--- src/rtl/draw_scheduler_if.sv ---
// Bus between the sprite drawers / frame controller and the draw scheduler.
// The master side owns the drawer request/pixel signals and the frame tick;
// the slave side (the scheduler) owns the grant, the adapter pixel port and status.
interface draw_scheduler_if #(
   parameter int NUM_REQ = 6,
   parameter int COLOR_W = 12
);
   logic                       frame_tick;
   logic [NUM_REQ-1:0]         req;
   logic [NUM_REQ-1:0]         done;
   logic [NUM_REQ-1:0]         key_en;
   logic [9*NUM_REQ-1:0]       px_x;
   logic [8*NUM_REQ-1:0]       px_y;
   logic [COLOR_W*NUM_REQ-1:0] px_color;
   logic [NUM_REQ-1:0]         px_we;

   logic [NUM_REQ-1:0]         grant;
   logic [8:0]                 X_out;
   logic [7:0]                 Y_out;
   logic [COLOR_W-1:0]         Color_out;
   logic                       writeEn;
   logic                       busy;
   logic                       frame_done;
   logic                       overrun;
   logic                       timeout_err;

   modport master (
      output frame_tick, req, done, key_en, px_x, px_y, px_color, px_we,
      input  grant, X_out, Y_out, Color_out, writeEn, busy, frame_done, overrun, timeout_err
   );

   modport slave (
      input  frame_tick, req, done, key_en, px_x, px_y, px_color, px_we,
      output grant, X_out, Y_out, Color_out, writeEn, busy, frame_done, overrun, timeout_err
   );
endinterface

--- src/rtl/draw_scheduler.sv ---
// Frame-level scheduler for the single VGA pixel-write port. Each frame pass
// walks the drawers in index order, grants each requesting drawer until it
// signals done (or the watchdog fires) and forwards its pixels through one
// register stage, dropping colour-key pixels for transparent drawers.
module draw_scheduler #(
   parameter int                 NUM_REQ     = 6,
   parameter int                 COLOR_W     = 12,
   parameter logic [COLOR_W-1:0] KEY_COLOR   = '0,
   parameter int                 TIMEOUT_CYC = 131072
) (
   input logic             clk,
   input logic             reset,
   draw_scheduler_if.slave bus
);
   localparam int IDX_W = (NUM_REQ > 1) ? $clog2(NUM_REQ) : 1;
   localparam int WD_W  = (TIMEOUT_CYC > 1) ? $clog2(TIMEOUT_CYC) : 1;

   localparam logic [1:0] S_IDLE   = 2'd0;
   localparam logic [1:0] S_SCAN   = 2'd1;
   localparam logic [1:0] S_GRANT  = 2'd2;
   localparam logic [1:0] S_FINISH = 2'd3;

   logic [1:0]         state_q, state_d;
   logic [IDX_W-1:0]   idx_q, idx_d;
   logic               pending_q, pending_d;
   logic               overrun_q, overrun_d;
   logic               timeout_q, timeout_d;
   logic [WD_W-1:0]    wd_q, wd_d;
   logic [NUM_REQ-1:0] grant_q, grant_d;
   logic               busy_q, busy_d;
   logic               frame_done_q, frame_done_d;

   logic [8:0]         x_q;
   logic [7:0]         y_q;
   logic [COLOR_W-1:0] color_q;
   logic               we_q;

   logic               last_idx;
   logic               wd_expired;
   int                 sel;
   logic [8:0]         sel_x;
   logic [7:0]         sel_y;
   logic [COLOR_W-1:0] sel_color;

   assign last_idx   = (idx_q == IDX_W'(NUM_REQ - 1));
   assign wd_expired = (wd_q == WD_W'(TIMEOUT_CYC - 1));

   assign sel       = int'(idx_q);
   assign sel_x     = bus.px_x[sel*9 +: 9];
   assign sel_y     = bus.px_y[sel*8 +: 8];
   assign sel_color = bus.px_color[sel*COLOR_W +: COLOR_W];

   // Next-state logic: pass sequencing, frame-tick queueing and sticky error flags.
   always_comb begin
      // NOTE: every variable gets a default here so no path leaves it unassigned; otherwise synthesis infers a latch.
      state_d   = state_q;
      idx_d     = idx_q;
      pending_d = pending_q;
      overrun_d = overrun_q;
      timeout_d = timeout_q;

      case (state_q)
         S_IDLE: begin
            if (bus.frame_tick || pending_q) begin
               state_d = S_SCAN;
               idx_d   = '0;
            end
         end
         S_SCAN: begin
            if (bus.req[idx_q])  state_d = S_GRANT;
            else if (last_idx)   state_d = S_FINISH;
            else                 idx_d   = idx_q + IDX_W'(1);
         end
         S_GRANT: begin
            if (bus.done[idx_q] || wd_expired) begin
               if (!bus.done[idx_q]) timeout_d = 1'b1;
               if (last_idx) begin
                  state_d = S_FINISH;
               end else begin
                  state_d = S_SCAN;
                  idx_d   = idx_q + IDX_W'(1);
               end
            end
         end
         default: state_d = S_IDLE;
      endcase

      // A tick seen in IDLE starts the pass directly; otherwise it is queued one deep.
      if (state_q == S_IDLE) begin
         pending_d = 1'b0;
      end else if (bus.frame_tick) begin
         if (pending_q) overrun_d = 1'b1;
         else           pending_d = 1'b1;
      end

      // Watchdog restarts on every state entry and only advances while a grant is held.
      wd_d = (state_q == S_GRANT && state_d == S_GRANT) ? wd_q + WD_W'(1) : '0;

      grant_d      = (state_d == S_GRANT) ? (NUM_REQ'(1) << idx_d) : '0;
      busy_d       = (state_d == S_SCAN) || (state_d == S_GRANT);
      frame_done_d = (state_d == S_FINISH);
   end

   // Control and status registers; reset wins over every input, even mid-pass.
   always_ff @(posedge clk) begin
      if (reset) begin
         state_q      <= S_IDLE;
         idx_q        <= '0;
         pending_q    <= 1'b0;
         overrun_q    <= 1'b0;
         timeout_q    <= 1'b0;
         wd_q         <= '0;
         grant_q      <= '0;
         busy_q       <= 1'b0;
         frame_done_q <= 1'b0;
      end else begin
         // NOTE: non-blocking assignments here so every register samples pre-edge values, independent of statement order.
         state_q      <= state_d;
         idx_q        <= idx_d;
         pending_q    <= pending_d;
         overrun_q    <= overrun_d;
         timeout_q    <= timeout_d;
         wd_q         <= wd_d;
         grant_q      <= grant_d;
         busy_q       <= busy_d;
         frame_done_q <= frame_done_d;
      end
   end

   // Pixel stage: forward the granted drawer's pixel one cycle later; coordinates hold when idle.
   always_ff @(posedge clk) begin
      if (reset) begin
         x_q     <= '0;
         y_q     <= '0;
         color_q <= '0;
         we_q    <= 1'b0;
      end else if (state_q == S_GRANT) begin
         x_q     <= sel_x;
         y_q     <= sel_y;
         color_q <= sel_color;
         we_q    <= bus.px_we[idx_q] & ~(bus.key_en[idx_q] & (sel_color == KEY_COLOR));
      end else begin
         we_q    <= 1'b0;
      end
   end

   assign bus.grant       = grant_q;
   assign bus.busy        = busy_q;
   assign bus.frame_done  = frame_done_q;
   assign bus.overrun     = overrun_q;
   assign bus.timeout_err = timeout_q;
   assign bus.X_out       = x_q;
   assign bus.Y_out       = y_q;
   assign bus.Color_out   = color_q;
   assign bus.writeEn     = we_q;
endmodule

--- src/flat_wrapper.sv ---
// flat-port wrapper written by rule: the top's interface ports become plain ports
module draw_scheduler_flat 
#(
   parameter int                 NUM_REQ     = 6,
   parameter int                 COLOR_W     = 12,
   parameter logic [COLOR_W-1:0] KEY_COLOR   = '0,
   parameter int                 TIMEOUT_CYC = 131072
)
  (clk, reset, bus_frame_tick, bus_req, bus_done, bus_key_en, bus_px_x, bus_px_y, bus_px_color, bus_px_we, bus_grant, bus_X_out, bus_Y_out, bus_Color_out, bus_writeEn, bus_busy, bus_frame_done, bus_overrun, bus_timeout_err);
  draw_scheduler_if #(.NUM_REQ(NUM_REQ), .COLOR_W(COLOR_W)) bus_i ();
  input logic clk;
  input logic reset;
  input wire logic [$bits(bus_i.frame_tick)-1:0] bus_frame_tick;
  input wire logic [$bits(bus_i.req)-1:0] bus_req;
  input wire logic [$bits(bus_i.done)-1:0] bus_done;
  input wire logic [$bits(bus_i.key_en)-1:0] bus_key_en;
  input wire logic [$bits(bus_i.px_x)-1:0] bus_px_x;
  input wire logic [$bits(bus_i.px_y)-1:0] bus_px_y;
  input wire logic [$bits(bus_i.px_color)-1:0] bus_px_color;
  input wire logic [$bits(bus_i.px_we)-1:0] bus_px_we;
  output wire logic [$bits(bus_i.grant)-1:0] bus_grant;
  output wire logic [$bits(bus_i.X_out)-1:0] bus_X_out;
  output wire logic [$bits(bus_i.Y_out)-1:0] bus_Y_out;
  output wire logic [$bits(bus_i.Color_out)-1:0] bus_Color_out;
  output wire logic [$bits(bus_i.writeEn)-1:0] bus_writeEn;
  output wire logic [$bits(bus_i.busy)-1:0] bus_busy;
  output wire logic [$bits(bus_i.frame_done)-1:0] bus_frame_done;
  output wire logic [$bits(bus_i.overrun)-1:0] bus_overrun;
  output wire logic [$bits(bus_i.timeout_err)-1:0] bus_timeout_err;
  assign bus_i.frame_tick = bus_frame_tick;
  assign bus_i.req = bus_req;
  assign bus_i.done = bus_done;
  assign bus_i.key_en = bus_key_en;
  assign bus_i.px_x = bus_px_x;
  assign bus_i.px_y = bus_px_y;
  assign bus_i.px_color = bus_px_color;
  assign bus_i.px_we = bus_px_we;
  assign bus_grant = bus_i.grant;
  assign bus_X_out = bus_i.X_out;
  assign bus_Y_out = bus_i.Y_out;
  assign bus_Color_out = bus_i.Color_out;
  assign bus_writeEn = bus_i.writeEn;
  assign bus_busy = bus_i.busy;
  assign bus_frame_done = bus_i.frame_done;
  assign bus_overrun = bus_i.overrun;
  assign bus_timeout_err = bus_i.timeout_err;
  draw_scheduler #(.NUM_REQ(NUM_REQ), .COLOR_W(COLOR_W), .KEY_COLOR(KEY_COLOR), .TIMEOUT_CYC(TIMEOUT_CYC)) u_core (.clk(clk), .reset(reset), .bus(bus_i));
endmodule
--- config.mk ---
export PLATFORM = sky130hd
export DESIGN_NAME = draw_scheduler_flat
export DESIGN_NICKNAME = d
export VERILOG_FILES = /design/src/rtl/draw_scheduler_if.sv /design/src/rtl/draw_scheduler.sv /design/src/flat_wrapper.sv
export SDC_FILE = /design/constraint.sdc
export NUM_CORES = 1
export LEC_CHECK = 0
export CAP_MARGIN = 10
export CORE_ASPECT_RATIO = 1.1
export CORE_MARGIN = 3
export CORE_UTILIZATION = 41
export DETAILED_ROUTE_END_ITERATION = 10
export PLACE_DENSITY_LB_ADDON = 0.25
export SLEW_MARGIN = 10
export SYNTH_ARGS = -nofsm -noshare
export SYNTH_HDL_FRONTEND = slang
export SYNTH_SLANG_ARGS = --single-unit
--- constraint.sdc ---
create_clock -name clk -period 6.5 [get_ports clk]
set_input_delay 1.3 -clock clk [delete_from_list [all_inputs] [get_ports clk]]
set_output_delay 1.3 -clock clk [all_outputs]
set_load 0.05 [all_outputs]
After elaboration in Yosys (flattened, before gate mapping). Cells that the tools add are included.

Register bits: 63. Input bits: 201.

Add/sub/neg operators: 2. Multipliers: 2. $lt $le $gt $ge: 1. Equal/unequal tests: 7. Shift-type cells: 4. Multiplexer cells: 19. Bitwise logic cells: 8. Reductions and logical operators: 12.

Operator list (count): $shiftx A72 B32 Y12 (1); $shiftx A54 B32 Y9 (1); $shiftx A48 B7 Y8 (1); $add A17 B1 Y17 const B (1); $eq A17 B17 Y1 const B (1); $bmux W1 S3 (4); $logic_not A12 Y1 (1); $mux W3 (4); $mux W2 (5); $pmux W3 S3 (1); $reduce_or A2 Y1 (4); $mul A3 B4 Y7 const B (1); $eq A2 B2 Y1 const B (3); $not A1 Y1 (6); $pmux W2 S3 (1); $reduce_and A3 Y1 (2); $shl A1 B3 Y6 const A (1); $mul A3 B2 Y5 const B (1); $eq A2 B1 Y1 const B (2); $lt A3 B4 Y1 const B (1); $mux W1 (4); $add A3 B1 Y3 const B (1); $eq A3 B3 Y1 const B (1); $logic_or A1 B1 Y1 (3); 3 further kinds (4).

Logic depth before layout (Yosys ltp). Gate-level depths: netlist of run 1.

Word-level depth: 9. Depth in mapped cells: 15. Mapped depth without buffers: 14.

Least setup slack after synthesis of run 1. No wires, ideal clock.

Path type: input-to-reg. From: input bus_done[0]. To: register u_core.wd_q[10]. Arrival: 3.263 ns. Data required time: 6.435 ns. Path slack: 3.172 ns. Stages: 10. Cell sequence: mux2_4 > a222oi_1 > and2_2 > a211oi_1 > nor2_1 > ha_1 > nor2b_1 > nand2_1 > clkbuf_1 > nor2_1.

Word-level cells in the longest chain between the ends: 9.

Ends and longest elaborated chain: start: declaration (line flat_wrapper.sv:15) `input wire logic [$bits(bus_i.done)-1:0] bus_done;`; $bmux W1 S3 (line draw_scheduler.sv:75) `if (bus.done[idx_q] || wd_expired) begin`; $mux W1 (implied by the code) (line draw_scheduler.sv:75); $logic_or A1 B1 Y1 (line draw_scheduler.sv:75); $mux W2 (line draw_scheduler.sv:75); $pmux W2 S3 (line draw_scheduler.sv:62) `case (state_q)`; $eq A2 B2 Y1 (line draw_scheduler.sv:97) `wd_d = (state_q == S_GRANT && state_d == S_GRANT) ? wd_q + WD_W'(1) : '0;`; $logic_and A1 B1 Y1 (line draw_scheduler.sv:97); $not A1 Y1 (no line); $reduce_or A2 Y1 (no line); end signal: assignment (line draw_scheduler.sv:123) `wd_q <= wd_d;`; end: declaration (line draw_scheduler.sv:28) `logic [WD_W-1:0] wd_q, wd_d;`.

Every way passes these cells. The select of a mux whose other input is x is not followed. A chain may end at the register's enable or synchronous reset.

Worst setup path after layout of run 1.
From: input bus_done[0]. To: register u_core.wd_q[12].

Same word-level chain as after synthesis.

==> summary.txt, run 1 <==
Outcome
  • Status: finished, final reports clean

Final layout
  • Layout Nets: 832
  • Multi-input logic area: 2540 sq um
  • Layout cell share with drive strength beyond 1: 13.8%
  • N_diodes: 0
  • Syn-to-layout area delta: 68.0%
  • Final Non-Filler Cells: 747
  • Register area: 1270 sq um
  • Fill cells: 729

Clocking
  • Total CTS buffers: 9
  • CTS tree: built
  • Worst skew pair latency: 320 ps
  • Clk sink count: 63
  • Clk buf depth: 2
  • Worst-path clk slew: 70 ps
  • # resized after CTS: 0
  • H-Tree Depth: 3
  • Clock root buffer: clkbuf_8
  • Post-CTS Setup Repair Bufs: 0
  • Hold_buf cts: 0

Drt
  • Total routed wirelength: 14.0 mm
  • Residual DRC: 0
  • Initial DRC count: 163
  • Initial DRT Pass Iterations: 4
  • Antenna Nets Post-Route: 0
  • Vias per Instance: 5.39
  • Wire per inst: 18.7 microns
  • DR vias: 4,025

Power and ir drop
  • Total power: 1.22 mW
  • PD cells: 183 nW/um^2
  • LEAKAGE: 2.28 nW
  • Peak VDD IR: 0.000112 V

Logic synthesis
  • Adder-cell area share of the yosys netlist: 1.89%
  • Post-synth EDFFs: 0
  • Simple-gate share of the synthesized area: 16.3%
  • Yosys Warn Count: 0
  • Synth Cell Area: 3970 sq um
  • Cells after Synth: 404
  • Multiplexer share of the synthesized area: 27.5%
  • Post-synthesis compound-gate area fraction: 15.4%
  • Post-synth ARST share: 0%
  • Post-synth cell types: 52
  • Mean area per synthesized cell: 9.82 sq um
  • Largest family of logic cells by synthesized area: multiplexers
  • XOR/XNOR Fraction of Synth Area: 2.65%
  • Syn Nets: 611
  • Register area share after synthesis: 31.8%
  • Top_reg_cell synth: dfxtp_1
  • Synth Register Bits: 63

Timing
  • Post-route setup TNS: 0 ps
  • Final setup vio count: 0
  • Final worst-path cycle share: 59.4%
  • Slew Limit Fails: 0
  • Fmax: 259 MHz
  • RSZ-0062 raised after global routing: false
  • Minimum clock period: 3860 ps
  • Slew headroom: 27.0%
  • Skew final: 10.4 ps
  • Slew @ Worst Pin: 1090 ps
  • Fin. Hold Viols: 0

Setup path
  • Crit-path slowest cell: a222oi_1
  • R2R setup slack: 2840 ps
  • WP buf/inv: 1
  • CP top delay family: simple AND/OR/NAND/NOR gates
  • CP Capture Type: register
  • R2R Path Start: u_core.idx_q[1]
  • Data required, critical path: 6740 ps
  • Crit Path Class: in -> reg
  • Startpoint Class: input pin
  • Critical-path cell list: clkdlybuf4s50_1, mux2_4, a222oi_1, and2_2, a211oi_1, nor2_1, ha_1, nor2b_1, nand2_1, a21oi_1
  • Critical Path Start: bus_done[0]
  • Max stage delay on crit path: 510 ps
  • Worst Path Max Fanout: 15
  • Arrival @ worst endpoint: 4100 ps

Place
  • DP HPWL: 11.1 mm
  • Cells after DPL: 731
  • IO buf count: 240
  • Placer Congestion: 0.843

Floorplan
  • DIE AREA: 10,900 sq um
  • Die W: 99.8 microns
  • I/O Pins: 241
  • Starting density of the core: 42.2%
  • Die Y-Extent: 109 microns
  • Num rows: 37
  • Core box area: 9400 sq um

GRT
  • Grt total ovfl: 0
  • Total GRT Usage: 24.8%
  • Global-route wire length before repair: 20.7 mm
  • Largest net degree at the start of global routing: 67
  • Initial antenna violation count: 1
  • Number of global-route vias before repair: 4,104

Run
  • Max Cap Viol: 0

Worst hold path
  • Worst Hold Class: reg -> reg
  • Min-delay src: u_core.wd_q[0]
==> metal layers <==
layer | track usage (%) | routed length (microns)
met5 | 0 | 14
met4 | 8.00 | 230
met2 | 44.5 | 7500
met1 | 28.6 | 5370
met3 | 6.72 | 841
==> cell usage after synthesis (all sizes together) (5+ instances only) <==
master,n,area [sq um]
a211oi,30,225
a21oi,13,65.1
a22oi,21,158
and3,5,31.3
buf,12,72.6
clkbuf,21,78.8
dfxtp,63,1260
ha,6,75.1
inv,7,26.3
mux2,24,274
mux2i,12,120
mux4,31,698
nand2,15,56.3
nand2b,5,31.3
nand3,8,40.0
nand4,5,31.3
nor2,66,248
nor2b,6,37.5
xor2,9,78.8
==> sequential cells by signal (all words and copies together), names as in the netlist <==
name,count
u_core.wd_q,17
u_core.bus.overrun,1
u_core.bus.X_out,9
u_core.bus.Y_out,8
u_core.bus.writeEn,1
u_core.state_q,2
u_core.bus.frame_done,1
u_core.bus.timeout_err,1
u_core.idx_q,3
u_core.bus.Color_out,12
u_core.bus.busy,1
u_core.pending_q,1
u_core.bus.grant,6
==> cells in the final DEF (no fill, tap or decap), types with 2 or more instances in the layout <==
master | Yosys | routed
clkdlybuf4s50_1 | 0 | 240
a31oi_1 | 2 | 2
xor2_1 | 9 | 9
a21oi_1 | 13 | 13
nand2_1 | 15 | 15
nor2b_1 | 6 | 5
bufinv_16 | 0 | 3
nand2b_1 | 5 | 5
o21ai_0 | 4 | 4
nor3b_2 | 2 | 2
mux4_2 | 31 | 31
nor4b_1 | 2 | 2
nor3_2 | 2 | 2
mux2i_1 | 12 | 12
mux2_2 | 22 | 22
xnor2_1 | 3 | 3
inv_1 | 7 | 7
nor2_1 | 66 | 65
a211oi_1 | 30 | 30
buf_4 | 3 | 3
or2_2 | 2 | 2
a22oi_1 | 21 | 21
and3_1 | 5 | 5
nand4_1 | 5 | 5
nor4_1 | 4 | 4
or3_1 | 3 | 3
o22ai_1 | 3 | 3
dfxtp_1 | 63 | 61
nand3_1 | 8 | 8
ha_1 | 6 | 6
clkbuf_8 | 0 | 10
==> stage by stage <==
stage                     cell area, sq um  utilization (%)  hold slack, ps  worst slack, ps
after floorplan                       3970                -             418             3170
final                                 6670             71.0             465             2640
after CTS                             6670             71.0             467             2670
after global routing                  6670             71.0             497             2450
after global placement                6400             68.1             425             2490
after detailed placement              6400             68.1             458             2320
==> logic make-up (layout without fill, tap and decap cells) <==
kind of cell | Yosys count | after routing
and+or+nand+nor | 132 | 132
adders and majority gates | 6 | 6
xor gates and xnor gates | 12 | 12
buffers and inverters | 40 | 266
DFF | 63 | 63
muxes | 67 | 67
AOI/OAI and AO/OA | 84 | 84
==> worst paths after layout <==
check / endpoint / cells after the start
min: u_core.wd_q[0] / 1
max reg2reg: u_core.wd_q[12] / 9
max: u_core.wd_q[12] / 10
min reg2reg: u_core.wd_q[0] / 1
==> report_power, final <==
group          switching, mW  total (mW)  internal [mW]
sequential            0.0155       0.416          0.400
combinational          0.147       0.366          0.220
clock                  0.147       0.436          0.290
==> area by class of cell <==
class | count | area share, %
repair buffers | 243 | 36.4
multi-input cells | 301 | 38.1
well taps | 117 | 2.20
clock buffers | 12 | 2.50
clock inverters | 4 | 1.48
inverters | 7 | 0.394
flip-flops and latches | 63 | 19.0
(Power assumes the default switching activity.)
==> run 2, diff against run 1 <==
--- a/config.mk
+++ b/config.mk
@@ -8,7 +8,7 @@
 export CAP_MARGIN = 10
 export CORE_ASPECT_RATIO = 1.1
 export CORE_MARGIN = 3
-export CORE_UTILIZATION = 41
+export CORE_UTILIZATION = 34
 export DETAILED_ROUTE_END_ITERATION = 10
 export PLACE_DENSITY_LB_ADDON = 0.25
 export SLEW_MARGIN = 10
==> constraint.sdc (replaced) <==
create_clock -name clk -period 3.1 [get_ports clk]
set_input_delay 0.62 -clock clk [delete_from_list [all_inputs] [get_ports clk]]
set_output_delay 0.62 -clock clk [all_outputs]
set_load 0.05 [all_outputs]
==> run 2 against run 1 <==
Effect of this change: first-iteration DRC count shrank 12%; worst hold slack lost 14 ps; utilization shrank 9.8 points; largest cell class unchanged.
==> summary.txt, run 2 (synthesized netlist as in run 1, its figures left out) <==
Outcome
  • Status: finished, final reports clean

Clocking
  • Clock root buffer: clkbuf_16
  • Worst skew pair latency: 320 ps
  • # resized after CTS: 0
  • Total CTS buffers: 9
  • Worst-path clk slew: 50 ps
  • CTS tree: built
  • Clk sink count: 63
  • H-Tree Depth: 3
  • Hold_buf cts: 0
  • Clk buf depth: 2
  • Post-CTS Setup Repair Bufs: 0

Timing
  • Slew Limit Fails: 0
  • Fmax: 343 MHz
  • Minimum clock period: 2910 ps
  • RSZ-0062 raised after global routing: false
  • Slew @ Worst Pin: 613 ps
  • Post-route setup TNS: 0 ps
  • Slew headroom: 59.0%
  • Final setup vio count: 0
  • Final worst-path cycle share: 94.0%
  • Fin. Hold Viols: 0
  • Skew final: 6.80 ps

Floorplan
  • Num rows: 40
  • Starting density of the core: 35.6%
  • Die W: 109 microns
  • Core box area: 11,200 sq um
  • Die Y-Extent: 119 microns
  • DIE AREA: 13,000 sq um
  • I/O Pins: 241

Drt
  • WL met3: 1.05 mm
  • Residual DRC: 0
  • DR top layer: met4
  • Wl on met1: 5.84 mm
  • Antenna Nets Post-Route: 0
  • DR vias: 4,080
  • Total routed wirelength: 14.7 mm
  • Wire per inst: 18.7 microns
  • Initial DRT Pass Iterations: 4
  • Vias per Instance: 5.19
  • Initial DRC count: 144
  • Routed length on met2: 7.65 mm

Worst hold path
  • Worst Hold Class: reg -> reg

Place
  • IO buf count: 240
  • Cells after DPL: 770
  • DP HPWL: 12.1 mm
  • Placed cell areas: 6500 sq um
  • Placer Congestion: 0.947

Final layout
  • Syn-to-layout area delta: 71.9%
  • Layout Nets: 841
  • Most flop-heavy register: u_core.wd_q
  • N_diodes: 0
  • Util after Layout: 61.1%
  • Max reg flops: 17
  • Final Non-Filler Cells: 786
  • Layout cell share with drive strength beyond 1: 16.3%
  • Fill cells: 952
  • Commonest non-fill, non-tap cell in the layout: clkdlybuf4s50_1
  • Most frequent cells in the layout: clkdlybuf4s50_1, nor2_1, dfxtp_1, mux4_2, a211oi_1
  • Final instance area: 6820 sq um

Power and ir drop
  • LEAKAGE: 2.33 nW
  • Peak VDD IR: 0.000254 V
  • Power Internal: 1.93 mW
  • Reg power frac: 32.8%
  • Sw Share: 27.0%
  • Clock power share: 37.3%
  • PD cells: 388 nW/um^2
  • Psw: 0.714 mW
  • Comb power frac: 29.9%

Run
  • Max Cap Viol: 0

GRT
  • Total GRT Usage: 21.9%
  • Global-route wire length before repair: 21.9 mm
  • Number of global-route vias before repair: 4,275
  • Largest net degree at the start of global routing: 65
  • Grt total ovfl: 0
  • Initial antenna violation count: 0

Setup path
  • Worst Path Max Fanout: 7
  • Crit Path Class: reg -> reg
  • Startpoint Class: register
  • Data required, critical path: 3310 ps
  • CP Capture Type: register
  • Arrival @ worst endpoint: 3120 ps
==> run 2: layout make-up <==
type	count	area, sq um	area share, %
multi-input cells	301	2550	37.4
clock buffers	9	225	3.30
repair buffers	252	2490	36.5
inverters	7	26.3	0.385
well taps	147	184	2.70
flip-flops and latches	63	1270	18.6
clock inverters	7	73.8	1.08
==> run 2: final timing paths <==
| check | start | endpoint | slack, ps | cells past startpoint |
|---|---|---|---|---|
| setup / recovery | u_core.wd_q[6] | u_core.bus.grant[2] | 190 | 12 |
| hold reg to reg | u_core.wd_q[0] | u_core.wd_q[0] | 450 | 1 |
| hold / removal | u_core.wd_q[0] | u_core.wd_q[0] | 450 | 1 |
| setup reg to reg | u_core.wd_q[6] | u_core.bus.grant[2] | 190 | 12 |
==> run 2: worst max-delay path: stages, from the launching register on <==
cell	delay [ps]
dfxtp_1	370
and4_4	250
and3_4	200
and3_1	210
nand4_1	110
nor2_1	120
ha_2	190
inv_1	60
and2_2	200
o32a_2	400
buf_4	160
a211o_4	370
and3b_1	180
==> run 2: through the flow <==
step / power [mW] / hold slack, ps / setup slack, ps
after floorplan: 1.30 / 418 / 77.7
after global placement: 1.67 / 427 / 5.15
after detailed placement: 1.68 / 446 / -63.8
after CTS: 2.67 / 453 / 118
after global routing: 2.76 / 482 / 7.90
final: 2.64 / 451 / 186
==> run 2: metal layers <==
layer  track usage (%)  vias to the layer above
met3              6.56                       13
met5                 0                        -
li1                  -                     1995
met4              4.03                        0
met1              25.7                     1922
met2              39.2                      150
==> run 2: power by group through the flow <==
stage	Combinational, mW	Sequential (mW)	Clock (mW)
2_1_floorplan	0.343	0.956	0
3_3_place_gp	0.784	0.882	0
3_5_place_dp	0.791	0.884	0
4_1_cts	0.795	0.867	1.01
5_1_grt	0.842	0.871	1.05
6_report	0.790	0.867	0.987
==> run 3, diff against run 2 <==
--- a/config.mk
+++ b/config.mk
@@ -11,7 +11,7 @@
 export CORE_UTILIZATION = 34
 export DETAILED_ROUTE_END_ITERATION = 10
 export PLACE_DENSITY_LB_ADDON = 0.25
-export SLEW_MARGIN = 10
+export RECOVER_POWER = 100
 export SYNTH_ARGS = -nofsm -noshare
 export SYNTH_HDL_FRONTEND = slang
 export SYNTH_SLANG_ARGS = --single-unit
==> run 3 against run 2 <==
Effect of this change: utilization shrank 0.056 points; worst hold slack is essentially flat; first-iteration DRC count shrank 4.9%; setup slack lost 15 ps; critical path depth is the same; largest cell class unchanged; highest routed layer unchanged.
==> summary.txt, run 3 (synthesized netlist as in run 1, its figures left out) <==
Setup path
  • Max stage delay on crit path: 400 ps
  • R2R setup slack: 170 ps
  • Startpoint Class: register
  • Crit-path slowest cell: o32a_2
  • Data required, critical path: 3310 ps
  • Critical-path cell list: and4_4, and3_4, and3_1, nand4_1, nor2_1, ha_2, inv_1, and2_2, o32a_2, clkbuf_1, a211o_4, and3b_1
  • CP top delay family: simple AND/OR/NAND/NOR gates
  • WP buf/inv: 2
  • R2R depth: 12
  • Crit Path Class: reg -> reg
  • CP Capture Type: register
  • R2R Path Start: u_core.wd_q[6]
  • RR Endpoint: u_core.bus.grant[2]
  • Worst Path Max Fanout: 7
  • Arrival @ worst endpoint: 3140 ps

Clocking
  • Post-CTS Setup Repair Bufs: 0
  • CTS tree: built
  • Clk sink count: 63
  • Total CTS buffers: 9
  • Worst skew pair latency: 320 ps
  • H-Tree Depth: 3
  • Clock root buffer: clkbuf_16
  • Worst-path clk slew: 50 ps
  • Clk buf depth: 2

Timing
  • Final worst-path cycle share: 94.5%
  • Slew @ Worst Pin: 1180 ps
  • Slew Limit Fails: 0
  • Minimum clock period: 2930 ps
  • RSZ-0062 raised after global routing: false
  • Min Hold Slack: 451 ps
  • Fin. Hold Viols: 0
  • Post-route setup TNS: 0 ps
  • Slew headroom: 21.6%
  • Fmax: 341 MHz
  • Skew final: 6.72 ps
  • Final setup vio count: 0

Drt
  • Initial DRC count: 137
  • Residual DRC: 0
  • Vias per Instance: 5.21
  • Wire per inst: 18.7 microns
  • Antenna Nets Post-Route: 0
  • Initial DRT Pass Iterations: 4
  • DR vias: 4,093
  • Total routed wirelength: 14.7 mm

GRT
  • Total GRT Usage: 21.9%
  • Largest net degree at the start of global routing: 65
  • Global-route wire length before repair: 21.9 mm
  • Number of global-route vias before repair: 4,275
  • Initial antenna violation count: 0
  • Grt total ovfl: 0

Floorplan
  • Die W: 109 microns
  • I/O Pins: 241
  • DIE AREA: 13,000 sq um
  • Starting density of the core: 35.6%
  • Num rows: 40
  • Core box area: 11,200 sq um
  • Die Y-Extent: 119 microns

Worst hold path
  • Min-delay src: u_core.wd_q[0]
  • Cell depth of the worst hold path: 1
  • Worst Hold Class: reg -> reg
  • Hold endpoint: u_core.wd_q[0]

Power and ir drop
  • Clock power share: 37.5%
  • LEAKAGE: 2.46 nW
  • Total power: 2.63 mW
  • Sw Share: 27.1%
  • Reg power frac: 32.9%
  • PD cells: 386 nW/um^2
  • Psw: 0.713 mW
  • Comb power frac: 29.6%
  • Power Internal: 1.92 mW
  • Peak VDD IR: 0.000254 V

Final layout
  • Final instance area: 6820 sq um
  • Layout Nets: 841
  • Max reg flops: 17
  • N_diodes: 0
  • Util after Layout: 61.1%
  • Layout cell share with drive strength beyond 1: 16.1%
  • Most frequent cells in the layout: clkdlybuf4s50_1, nor2_1, dfxtp_1, dlygate4sd3_1, mux4_2
  • Most flop-heavy register: u_core.wd_q
  • Syn-to-layout area delta: 71.7%
  • Commonest non-fill, non-tap cell in the layout: clkdlybuf4s50_1

Place
  • DP HPWL: 12.1 mm
  • IO buf count: 240
  • Placed cell areas: 6500 sq um
  • Placer Congestion: 0.947

Run
  • Max Cap Viol: 0

Outcome
  • Status: finished, final reports clean
## run 3: cell count changes in the layout (fill, tap and decap cells not counted)
| cell | previous run | this run |
|---|---|---|
| buf_4 | 11 | 9 |
| clkbuf_1 | 0 | 1 |
| clkbuf_2 | 0 | 1 |
| clkdlybuf4s50_1 | 239 | 198 |
| dlygate4sd3_1 | 0 | 41 |
## run 3: worst max-delay path by stage
stage | from | to | depth (start not counted)
after floorplan | u_core.idx_q[1] | u_core.wd_q[10] | 13
after global placement | bus_done[0] | u_core.bus.grant[2] | 10
after detailed placement | bus_done[0] | u_core.wd_q[3] | 11
after CTS | u_core.wd_q[4] | u_core.wd_q[5] | 14
after global routing | u_core.wd_q[6] | u_core.wd_q[5] | 14
final | u_core.wd_q[6] | u_core.bus.grant[2] | 12
## run 3: repair_timing
item	4_1_cts	5_1_grt
gates resized for setup	0	7
hold buffers	0	0
endpoints found under the setup margin	0	22
## run 3: cell type report
type	count	area [sq um]
clock buffers	9	225
clock inverters	7	73.8
fillers	955	4350
inverters	7	26.3
multi-input cells	301	2550
flip-flops and latches	63	1270
well taps	147	184
repair buffers	252	2480
## run 3: per-layer routing
layer	routed length [microns]	up-vias	global-route usage, %
met3	1130	15	6.56
met5	0	-	0
met1	5760	1925	25.7
met2	7630	157	39.2
li1	-	1996	-
met4	218	0	4.03
## run 3: power by group through the flow
stage | Sequential (mW) | Combinational, mW | Clock, mW
2_1_floorplan | 0.956 | 0.343 | 0
3_3_place_gp | 0.882 | 0.784 | 0
3_5_place_dp | 0.884 | 0.791 | 0
4_1_cts | 0.867 | 0.795 | 1.01
5_1_grt | 0.870 | 0.834 | 1.05
6_report | 0.866 | 0.780 | 0.988
## run 3: metrics by stage
step,setup slack [ps],std cells
6_report,171,786
5_1_grt,8.61,786
4_1_cts,118,786
3_3_place_gp,5.15,770
2_1_floorplan,77.7,404
3_5_place_dp,-63.8,770
